`config.mk`:
```
export PLATFORM = sky130hd
export DESIGN_NAME = seg7_scan_display
export DESIGN_NICKNAME = d
export VERILOG_FILES = /design/src/rtl/seg7_scan_display.sv
export SDC_FILE = /design/constraint.sdc
export NUM_CORES = 1
export LEC_CHECK = 0
export CAP_MARGIN = 20
export CORE_ASPECT_RATIO = 2
export CORE_MARGIN = 3
export CORE_UTILIZATION = 45
export CTS_CLUSTER_DIAMETER = 40
export DETAILED_ROUTE_END_ITERATION = 7
export PLACE_DENSITY = 0.73
export SLEW_MARGIN = 20
export SYNTH_ARGS = -nofsm -noshare
export SYNTH_HDL_FRONTEND = slang
export SYNTH_SLANG_ARGS = --single-unit
```
`constraint.sdc`:
```
create_clock -name clk -period 3.14 [get_ports clk]
set_clock_uncertainty 0.15 [all_clocks]
set_input_delay 0.628 -clock clk [delete_from_list [all_inputs] [get_ports clk]]
set_output_delay 0.628 -clock clk [all_outputs]
set_load 0.02 [all_outputs]
```
`src/rtl/seg7_scan_display.sv`:
```
// Multiplexed N-digit hex seven-segment scanner with frame-synchronous capture,
// per-digit decimal points, leading-zero blanking and an anode dead-time.
module seg7_scan_display #(
    parameter int N_DIGITS    = 4,
    parameter int DIV_COUNT   = 50000,
    parameter int DEAD_CYCLES = 1,
    parameter int ACTIVE_LOW  = 1
) (
    input  logic                  clk,
    input  logic                  rst,
    input  logic [4*N_DIGITS-1:0] value,
    input  logic [N_DIGITS-1:0]   dp_in,
    input  logic                  lz_blank,
    output logic [6:0]            hex,
    output logic                  dp,
    output logic [N_DIGITS-1:0]   AN,
    output logic                  frame_start
);

    localparam int CNT_W = (DIV_COUNT > 1) ? $clog2(DIV_COUNT) : 1;
    localparam int IDX_W = (N_DIGITS > 1) ? $clog2(N_DIGITS) : 1;
    localparam logic [CNT_W-1:0] CNT_MAX = CNT_W'(DIV_COUNT - 1);
    localparam logic [IDX_W-1:0] IDX_MAX = IDX_W'(N_DIGITS - 1);
    localparam logic POL = (ACTIVE_LOW != 0);

    function automatic logic [6:0] seg_decode(input logic [3:0] nib);
        logic [6:0] seg;
        case (nib)
            4'h0: seg = 7'h3F;
            4'h1: seg = 7'h06;
            4'h2: seg = 7'h5B;
            4'h3: seg = 7'h4F;
            4'h4: seg = 7'h66;
            4'h5: seg = 7'h6D;
            4'h6: seg = 7'h7D;
            4'h7: seg = 7'h07;
            4'h8: seg = 7'h7F;
            4'h9: seg = 7'h6F;
            4'hA: seg = 7'h77;
            4'hB: seg = 7'h7C;
            4'hC: seg = 7'h39;
            4'hD: seg = 7'h5E;
            4'hE: seg = 7'h79;
            default: seg = 7'h71;
        endcase
        return seg;
    endfunction

    logic [CNT_W-1:0]      r_cnt;
    logic [IDX_W-1:0]      r_idx;
    logic [4*N_DIGITS-1:0] r_val;
    logic [N_DIGITS-1:0]   r_dpin;
    logic                  r_lz;
    logic [6:0]            r_hex;
    logic                  r_dp;
    logic [N_DIGITS-1:0]   r_an;
    logic                  r_fs;

    logic                  w_cnt_wrap;
    logic                  w_capture;
    logic                  w_dead;
    logic [3:0]            w_nib;
    logic                  w_dp_bit;
    logic [N_DIGITS-1:0]   w_blank_mask;
    logic                  w_blank;
    logic [6:0]            w_seg;
    logic                  w_dp_lit;
    logic [N_DIGITS-1:0]   w_an_on;

    assign w_cnt_wrap = (r_cnt == CNT_MAX);
    assign w_capture  = w_cnt_wrap && (r_idx == IDX_MAX);
    assign w_dead     = (int'(r_cnt) < DEAD_CYCLES);

    // A digit above 0 is blanked only if it and every more-significant nibble is zero.
    always_comb begin
        w_blank_mask = '0;
        for (int k = 1; k < N_DIGITS; k++) begin
            w_blank_mask[k] = r_lz;
            for (int j = k; j < N_DIGITS; j++) begin
                if (r_val[j*4 +: 4] != 4'd0) begin
                    w_blank_mask[k] = 1'b0;
                end
            end
        end
    end

    always_comb begin
        w_nib    = 4'd0;
        w_dp_bit = 1'b0;
        w_blank  = 1'b0;
        w_an_on  = '0;
        for (int k = 0; k < N_DIGITS; k++) begin
            if (r_idx == IDX_W'(k)) begin
                w_nib      = r_val[k*4 +: 4];
                w_dp_bit   = r_dpin[k];
                w_blank    = w_blank_mask[k];
                w_an_on[k] = !w_dead;
            end
        end
        w_seg    = w_blank ? 7'h00 : seg_decode(w_nib);
        w_dp_lit = w_dp_bit && !w_blank;
    end

    always_ff @(posedge clk or posedge rst) begin
        if (rst) begin
            r_cnt  <= '0;
            r_idx  <= '0;
            r_val  <= '0;
            r_dpin <= '0;
            r_lz   <= 1'b0;
            r_hex  <= {7{POL}};
            r_dp   <= POL;
            r_an   <= {N_DIGITS{POL}};
            r_fs   <= 1'b0;
        end else begin
            r_cnt <= w_cnt_wrap ? '0 : r_cnt + 1'b1;
            if (w_cnt_wrap) begin
                r_idx <= (r_idx == IDX_MAX) ? '0 : r_idx + 1'b1;
            end
            // Shadow loads only at the frame boundary so a frame never mixes values.
            if (w_capture) begin
                r_val  <= value;
                r_dpin <= dp_in;
                r_lz   <= lz_blank;
            end
            r_hex <= w_seg ^ {7{POL}};
            r_dp  <= w_dp_lit ^ POL;
            r_an  <= w_an_on ^ {N_DIGITS{POL}};
            r_fs  <= (r_cnt == '0) && (r_idx == '0);
        end
    end

    assign hex         = r_hex;
    assign dp          = r_dp;
    assign AN          = r_an;
    assign frame_start = r_fs;

endmodule

```
==> results of run 1 <==
worst max path at each step:
stage / depth (start not counted) / slack, ns / to / from
after floorplan: 8 / 0.70 / hex[2]$_DFF_PP1_ / r_idx[1]$_DFFE_PP0N_
after global placement: 8 / 0.69 / hex[2]$_DFF_PP1_ / r_idx[1]$_DFFE_PP0N_
after detailed placement: 7 / 0.62 / hex[2]$_DFF_PP1_ / r_idx[0]$_DFFE_PP0N_
after CTS: 7 / 0.59 / hex[2]$_DFF_PP1_ / r_idx[0]$_DFFE_PP0N_
after global routing: 6 / 0.40 / hex[0]$_DFF_PP1_ / r_idx[0]$_DFFE_PP0N_
final: 7 / 0.62 / hex[2]$_DFF_PP1_ / r_idx[0]$_DFFE_PP0N_
flip-flops by register name (all words and copies together) (netlist names):
register     flops
AN               4
dp               1
frame_start      1
hex              7
r_cnt           16
r_dpin           4
r_idx            2
r_lz             1
r_val           16
where the power goes:
group          total, mW  internal, mW  switching (mW)
Sequential         0.711         0.698          0.0126
Combinational      0.132        0.0745          0.0575
Clock              0.403         0.164           0.239
logic make-up (layout without fill, tap and decap cells):
group | count (synthesis) | count (layout)
adders and majority gates | 12 | 12
muxes | 23 | 23
buffers and inverters | 19 | 60
DFF | 52 | 52
AOI/OAI and AO/OA | 25 | 25
xor gates and xnor gates | 14 | 14
and+or+nand+nor | 80 | 80
routing by layer:
| layer | share of wire, % | vias up | wire length [um] | GRT usage, % |
|---|---|---|---|---|
| li1 | - | 868 | - | - |
| met1 | 37 | 903 | 1890 | 17.5 |
| met2 | 57 | 34 | 2930 | 30.3 |
| met3 | 3.4 | 9 | 175 | 3.62 |
| met4 | 2.7 | 0 | 139 | 7.69 |
| met5 | 0 | - | 0 | 0 |
worst register-to-register path, delay by kind of cell, from the launching register on:
kind	cells	cell delay, ns
and+or+nand+nor	1	0.29
buffers and inverters	2	0.23
AOI/OAI and AO/OA	2	0.70
adders and majority gates	2	0.63
DFF	1	0.42
stage by stage:
stage / cell area, um^2 / utilization (%)
5_1_grt: 3130 / 56.7
3_5_place_dp: 3030 / 55.0
2_1_floorplan: 2610 / -
6_report: 3130 / 56.7
4_1_cts: 3130 / 56.7
3_3_place_gp: 3030 / 55.0
cell usage in the layout, fill, tap and decap left out, types with 5 or more instances in the layout:
cell type	instances
nand2_1	26
nand3_1	10
nand3b_1	5
dfstp_2	12
clkbuf_8	5
a21oi_1	5
inv_1	11
xnor2_1	6
ha_1	12
mux2_4	20
xor2_1	8
dfrtp_1	40
nor2_1	16
clkdlybuf4s50_1	35
buf_4	5
area by class of cell:
type | count | area, um^2
clock inverters | 3 | 26.3
clock buffers | 5 | 68.8
fillers | 493 | 2390
flip-flops and latches | 52 | 1320
inverters | 12 | 45.0
multi-input cells | 154 | 1210
well taps | 60 | 75.1
repair buffers | 40 | 388
==> results.txt, run 1 <==
Period Utilization, post-route = 80.4%
DRC errors left = 0
CP cell instances = inv_1 > ha_1 > nor3b_1 > a221o_1 > inv_1 > ha_1 > o311ai_0
Hold-fix buffers, CTS = 0
Avg WL per Cell = 15.7 um
EDFF count, synth = 0
Post CTS Setup Buffer Count = 0
Pwr dens = 398 nW/um^2
Fin nets = 300
Reg2reg end = hex[2]$_DFF_PP1_
Routed WL = 5.13 mm
Worst Hold Path EP = r_cnt[10]$_DFF_PP0_
First-pass GRT wire length = 8.58 mm
CTS clk-pin slew, worst paths = 0.10 ns
Mux cell area share after synthesis = 12.7%
Top Family by Delay on Critical Path = compound AO/OA/AOI/OAI gates
Root Buffer = clkbuf_8
Clk sinks = 52
Total GRT Usage = 16.8%
Peak VDD IR = 414 uV
Cell count after placement = 318
Final Hold Viols = 0
RSZ-0062 raised after global routing = no
Resized Gates After CTS = 0
Setup WS post-layout = 0.615 ns
Initial antenna violation count = 0
Worst r2r path cells = 7
Synth Area per Inst = 11.6 um^2
DR vias/cell = 5.56
Post-route antenna net violation count = 0
Layout Cells excl Fill = 326
# setup viols final = 0
Post-synthesis instance total = 225
YS warnings = 0
Startpoint types = register
CP max stage delay = 0.42 ns
Setup TNS = 0 ns
Initial Util = 47.4%
Synth top area cells = dfrtp_1 (38%), dfstp_2 (12%), mux2_4 (11%)
Die W = 59.9 um
Number of global-route vias before repair = 1869
CP bufs+invs = 2
Critical Path AT = 2.59 ns
1st-pass router iterations = 4
Pleak = 1.44 nW
Dominant cell by count in the synthesized netlist = dfrtp_1
Main synth FF type = dfrtp_1
DIE HEIGHT = 114 um
Bufs on Longest Clock Path = 2
Ratio of cells with drive above 1 in the final layout = 19.2%
Mapped Nets = 260
CP max-delay cell = dfrtp_1
GPL Wtd Cong = 0.834
Cell variety after synth = 40
Syn Std Cell Area = 2610 um^2
R2R setup slack = 0.62 ns
Global route total overflow = 0
CTS tree = done
Overall power = 1.25 mW
Tmin final = 2.52 ns
Post-synthesis sequential area ratio = 50.4%
Largest family of logic cells by synthesized area = simple AND/OR/NAND/NOR gates
Synth area leader = dfrtp_1
WP data required = 3.21 ns
Slew of the pin with the lowest slew margin = 0.687 ns
HPWL after DPL = 4.00 mm
Status = completed
Slew Viols, Final = 0
Die ar. = 6810 um^2
Synth Area in Adders = 5.74%
Slew margin rel. = 54.1%
HP Class = reg -> reg
Worst R2R Start = r_idx[0]$_DFFE_PP0N_
Max cap viols = 0
Synth Area in Compound Gates = 7.28%
Post-Synth XOR/XNOR Area = 4.69%
Synth-to-Final Area Change = 19.7%
Diode count = 0
Port Buffer Count = 35
Top post-synthesis cells by count = dfrtp_1 (40), nand2_1 (26), mux2_4 (20)
Vias = 1814
Ys async rst share = 100%
FF+latch count, synth = 52
DRT iter0 DRCs = 60
Critical path peak fanout = 10
Io pins = 36
Max Freq = 0.396 GHz
Post-synthesis simple-gate area fraction = 15.9%
WHS = 0.355 ns
Crit Path Class = reg -> reg
FP Rows = 38
Worst Hold Launch = r_cnt[10]$_DFF_PP0_
Top-area cell type share of the netlist area = 38.3%
Crit. End Element = register
Pre-CTS worst setup slack = 0.623 ns
Worst skew pair latency = 0.32 ns
Hold Path Stages = 1
Largest net degree at the start of global routing = 22
TritonCTS buffer count = 5
Core area = 5520 um^2
H-tree depth reported by CTS = 2
Note: power is estimated with default switching activity, not from simulation.
==> run 2, diff against run 1 <==
--- a/config.mk
+++ b/config.mk
@@ -11,7 +11,7 @@
 export CORE_UTILIZATION = 45
 export CTS_CLUSTER_DIAMETER = 40
 export DETAILED_ROUTE_END_ITERATION = 7
-export PLACE_DENSITY = 0.73
+export PLACE_DENSITY = 0.75
 export SLEW_MARGIN = 20
 export SYNTH_ARGS = -nofsm -noshare
 export SYNTH_HDL_FRONTEND = slang
==> constraint.sdc (replaced) <==
create_clock -name clk -period 2.29 [get_ports clk]
set_clock_uncertainty 0.15 [all_clocks]
set_input_delay 0.458 -clock clk [delete_from_list [all_inputs] [get_ports clk]]
set_output_delay 0.458 -clock clk [all_outputs]
set_load 0.02 [all_outputs]
==> run 2 against run 1 <==
- clock-buffer cell count unchanged
- power increased by 38%
- register-to-register slack got worse by 0.53 ns
- largest cell class is now multi-input gates
- largest power group unchanged
==> results.txt, run 2 (synthesized netlist as in run 1, its figures left out) <==
Status = completed
Worst setup path endpoint = hex[3]$_DFF_PP1_
Worst r2r path cells = 8
Initial Util = 47.4%
HP Class = in -> async
Final Hold Viols = 0
# setup viols final = 0
Setup TNS = 0 ns
Worst skew pair latency = 0.33 ns
Tmin final = 2.21 ns
WP data required = 2.39 ns
Avg WL per Cell = 16.4 um
Top Family by Delay on Critical Path = compound AO/OA/AOI/OAI gates
Reg2reg end = hex[3]$_DFF_PP1_
CP bufs+invs = 2
Post-route antenna net violation count = 0
Die W = 59.9 um
Port Buffer Count = 35
Most frequent cells in the layout = dfrtp_1 (39), clkdlybuf4s50_1 (35), nand2_1 (26), mux2_4 (20), buf_4 (16)
CTS tree = done
Die ar. = 6810 um^2
Routed WL = 5.57 mm
DR vias/cell = 5.67
CP max stage delay = 0.43 ns
Bufs on Longest Clock Path = 2
Crit Path Class = reg -> reg
Synth-to-Final Area Change = 28.2%
Diode count = 0
1st-pass router iterations = 4
Commonest non-fill, non-tap cell in the layout = dfrtp_1
Total GRT Usage = 17.7%
Crit. End Element = register
DRC errors left = 0
Clk sinks = 52
Max cap viols = 0
Hold-fix buffers, CTS = 0
Initial antenna violation count = 0
Peak VDD IR = 633 uV
CP max-delay cell = dfrtp_1
Ratio of cells with drive above 1 in the final layout = 30.1%
Pleak = 1.52 nW
Critical Path AT = 2.30 ns
Largest net degree at the start of global routing = 24
GPL Wtd Cong = 0.870
Slew margin rel. = 56.9%
Period Utilization, post-route = 96.4%
Io pins = 36
Worst R2R Start = r_idx[1]$_DFFE_PP0N_
FP Rows = 38
H-tree depth reported by CTS = 2
Global route total overflow = 0
Slew Viols, Final = 0
Root Buffer = clkbuf_8
CP cell instances = inv_2 > ha_4 > nand3b_1 > a221o_1 > buf_4 > ha_1 > nand2_1 > a41oi_1
Critical path peak fanout = 6
DIE HEIGHT = 114 um
R2R setup slack = 0.08 ns
Overall power = 1.71 mW
DRT iter0 DRCs = 64
Pwr dens = 512 nW/um^2
Startpoint types = register
WP depth = 8
First-pass GRT wire length = 9.12 mm
Core area = 5520 um^2
Slew of the pin with the lowest slew margin = 0.641 ns
Max Freq = 0.453 GHz
Number of global-route vias before repair = 2028
CTS clk-pin slew, worst paths = 0.10 ns
Fin nets = 313
Vias = 1921
Critical path launch point = r_idx[1]$_DFFE_PP0N_
TritonCTS buffer count = 5
HPWL after DPL = 4.16 mm
[run 2: metrics by stage]
stage | cell area [um^2] | utilization [%] | setup slack, ns | hold WS [ns] | std cells
floorplan | 2620 | - | 0.0109 | 0.314 | 225
global placement | 3130 | 56.7 | 0.109 | 0.346 | 328
detailed placement | 3130 | 56.7 | -0.0907 | 0.344 | 328
CTS | 3240 | 58.8 | 0.00907 | 0.292 | 337
global route | 3350 | 60.8 | -0.0140 | 0.300 | 339
finish | 3350 | 60.8 | 0.0830 | 0.277 | 339
[run 2: metal layers]
layer / vias up / routed length, um / track usage [%]
met5: - / 0 / 0
met4: 0 / 264 / 10.5
met3: 17 / 200 / 4.19
met2: 48 / 3160 / 31.5
met1: 961 / 1950 / 17.5
li1: 895 / - / -
[run 2: final cells by class]
cell class                 count  area [um^2]
multi-input combinational    154         1320
fill                         460         2160
tap                           60         75.1
inverter                      12         45.0
sequential                    52         1320
timing repair buffer          53          502
clock buffer                   5         68.8
clock inverter                 3         22.5
[run 2: worst register-to-register path, stage by stage (launching register included)]
cell,delay (ns)
dfrtp_1,0.43
inv_2,0.08
ha_4,0.19
nand3b_1,0.16
a221o_1,0.38
buf_4,0.18
ha_1,0.30
nand2_1,0.07
a41oi_1,0.20
[run 2: repair_timing]
action	4_1_cts	5_1_grt
pin swaps	0	2
gates resized for setup	3	23
setup buffers	1	2
setup endpoints to repair	3	7
[run 2: worst min path at each step]
stage                             to  slack, ns  depth (start not counted)
6_report         r_cnt[14]$_DFF_PP0_       0.28                          2
2_1_floorplan    r_cnt[10]$_DFF_PP0_       0.31                          1
4_1_cts          r_cnt[14]$_DFF_PP0_       0.29                          2
5_1_grt          r_cnt[12]$_DFF_PP0_       0.30                          2
3_5_place_dp     r_cnt[10]$_DFF_PP0_       0.34                          1
3_3_place_gp   r_val[12]$_DFFE_PP0P_       0.35                          1
[run 2: power breakdown]
part           internal, mW  switching, mW  leakage, nW  total (mW)
logic                 0.113         0.0833        0.850       0.196
clock network         0.219          0.323       0.0485       0.542
registers             0.957         0.0192        0.620       0.976
==> run 3, diff against run 2 <==
--- a/config.mk
+++ b/config.mk
@@ -6,7 +6,7 @@
 export NUM_CORES = 1
 export LEC_CHECK = 0
 export CAP_MARGIN = 20
-export CORE_ASPECT_RATIO = 2
+export CORE_ASPECT_RATIO = 0.7
 export CORE_MARGIN = 3
 export CORE_UTILIZATION = 45
 export CTS_CLUSTER_DIAMETER = 40
==> run 3 against run 2 <==
- critical path depth unchanged
- combinational power shrank 2%
- wire length shrank 0.93%
- global-route usage decreased by 1.4 points
- clock power is 14% higher
- setup slack better by 0.010 ns
- clock-buffer cell count is 1 higher
- sequential power hardly changed
- fmax is 0.46% higher
- core utilization up 0.97 points
- sequential share of layout area is essentially flat
==> results.txt, run 3 (synthesized netlist as in run 1, its figures left out) <==
WP data required = 2.36 ns
Area of the multi-input gates = 1290 um^2
DIE HEIGHT = 69.8 um
Setup TNS = 0 ns
Switching pwr = 0.396 mW
Number of global-route vias before repair = 1746
Sequential power share = 54.7%
# setup viols final = 0
Tmin final = 2.20 ns
CP cell instances = buf_4 > ha_4 > buf_4 > nor2b_1 > a311o_2 > nand2_2 > o22ai_1 > a31oi_1
Commonest non-fill, non-tap cell in the layout = dfrtp_1
Total GRT Usage = 16.3%
Period Utilization, post-route = 95.9%
Final Hold Viols = 0
Fillers = 433
Sw Share = 22.1%
CTS tree = done
First-pass GRT wire length = 8.88 mm
Crit. End Element = register
DRT iter0 DRCs = 71
1st-pass router iterations = 4
Slew Viols, Final = 0
Most frequent cells in the layout = dfrtp_1 (39), clkdlybuf4s50_1 (35), nand2_1 (25), mux2_4 (20), buf_4 (16)
Global route total overflow = 0
TritonCTS buffer count = 5
Largest net degree at the start of global routing = 39
Initial antenna violation count = 0
Critical Path AT = 2.27 ns
Internal power = 1.39 mW
Fin nets = 312
Die ar. = 6770 um^2
Clk sinks = 52
Overall power = 1.79 mW
Slew margin rel. = 58.9%
Bufs on Longest Clock Path = 2
Root Buffer = clkbuf_8
Vias = 1830
Comb pwr share = 10.8%
Initial Util = 48.2%
Clk pwr share = 34.5%
DR vias/cell = 5.23
CP max-delay cell = dfrtp_2
CP max stage delay = 0.47 ns
Ratio of cells with drive above 1 in the final layout = 28.4%
Most used cell, CP = buf_4
Avg WL per Cell = 15.8 um
Port Buffer Count = 35
Die W = 97.1 um
Status = completed
Diode count = 0
HP Class = in -> async
Final Core Density = 61.7%
Io pins = 36
Peak VDD IR = 263 uV
Post-route antenna net violation count = 0
Max Freq = 0.455 GHz
Max cap viols = 0
CTS clk-pin slew, worst paths = 0.10 ns
Worst skew pair latency = 0.30 ns
FP Rows = 22
Seq. cell area = 1320 um^2
HPWL after DPL = 4.04 mm
DRC errors left = 0
Core area = 5420 um^2
Slew of the pin with the lowest slew margin = 0.610 ns
H-tree depth reported by CTS = 2
Pwr dens = 534 nW/um^2
GPL Wtd Cong = 0.910
Pleak = 1.52 nW
Hold-fix buffers, CTS = 0
Startpoint types = register
Synth-to-Final Area Change = 28.1%
Routed WL = 5.52 mm
Crit Path Class = reg -> reg
Critical path peak fanout = 11
==> run 3: layer usage <==
metal  GRT usage, %  vias up  wire (um)
met4           4.21        0         34
li1               -      894          -
met3           4.12        2        330
met2           21.9       60       2270
met1           25.5      874       2890
met5              0        -          0
==> run 3: what timing repair did <==
action,in CTS,in global routing
buffers inserted,0,4
gates resized for setup,3,18
pin swaps,0,2
endpoints found under the setup margin,3,7
==> run 3: worst paths after layout <==
| path | cells after the start | start | to | slack [ns] |
|---|---|---|---|---|
| max in group asynchronous | 3 | rst | dp$_DFF_PP1_ | 1.14 |
| setup / recovery | 8 | r_idx[0]$_DFFE_PP0N_ | hex[0]$_DFF_PP1_ | 0.09 |
| hold reg to reg | 1 | r_cnt[10]$_DFF_PP0_ | r_cnt[10]$_DFF_PP0_ | 0.37 |
| setup reg to reg | 8 | r_idx[0]$_DFFE_PP0N_ | hex[0]$_DFF_PP1_ | 0.09 |
| hold / removal | 2 | rst | r_val[2]$_DFFE_PP0P_ | 0.29 |
| min in group clk | 1 | r_cnt[10]$_DFF_PP0_ | r_cnt[10]$_DFF_PP0_ | 0.37 |
==> run 3: through the flow <==
step / hold slack [ns] / std cells / setup WS, ns / area [um^2]
after CTS: 0.292 / 346 / 0.0237 / 3240
after global placement: 0.332 / 338 / -0.0715 / 3130
after global routing: 0.327 / 350 / -0.00974 / 3350
after floorplan: 0.314 / 225 / 0.0109 / 2620
final: 0.291 / 350 / 0.0931 / 3350
after detailed placement: 0.355 / 338 / -0.0333 / 3130
==> run 3: cell type report <==
class,instances,share of cell area (%)
Timing Repair Buffer,52,14.7
Inverter,12,1.42
Clock buffer,6,2.17
Clock inverter,2,1.05
Sequential cell,52,39.4
Tap cell,72,2.69
Multi-Input combinational cell,154,38.7
==> run 3: power groups by stage <==
stage / sequential, mW / clock, mW / combinational (mW)
after floorplan: 1.00 / 0 / 0.0829
after global placement: 0.994 / 0 / 0.185
after detailed placement: 0.995 / 0 / 0.187
after CTS: 0.978 / 0.628 / 0.189
after global routing: 0.981 / 0.657 / 0.210
final: 0.978 / 0.617 / 0.192
==> run 3: critical path, delay by kind of cell, from the launching register on <==
family / cells / cell delay (ns)
AOI/OAI and AO/OA: 3 / 0.69
DFF: 1 / 0.47
buffers and inverters: 2 / 0.33
and+or+nand+nor: 2 / 0.29
adders and majority gates: 1 / 0.19
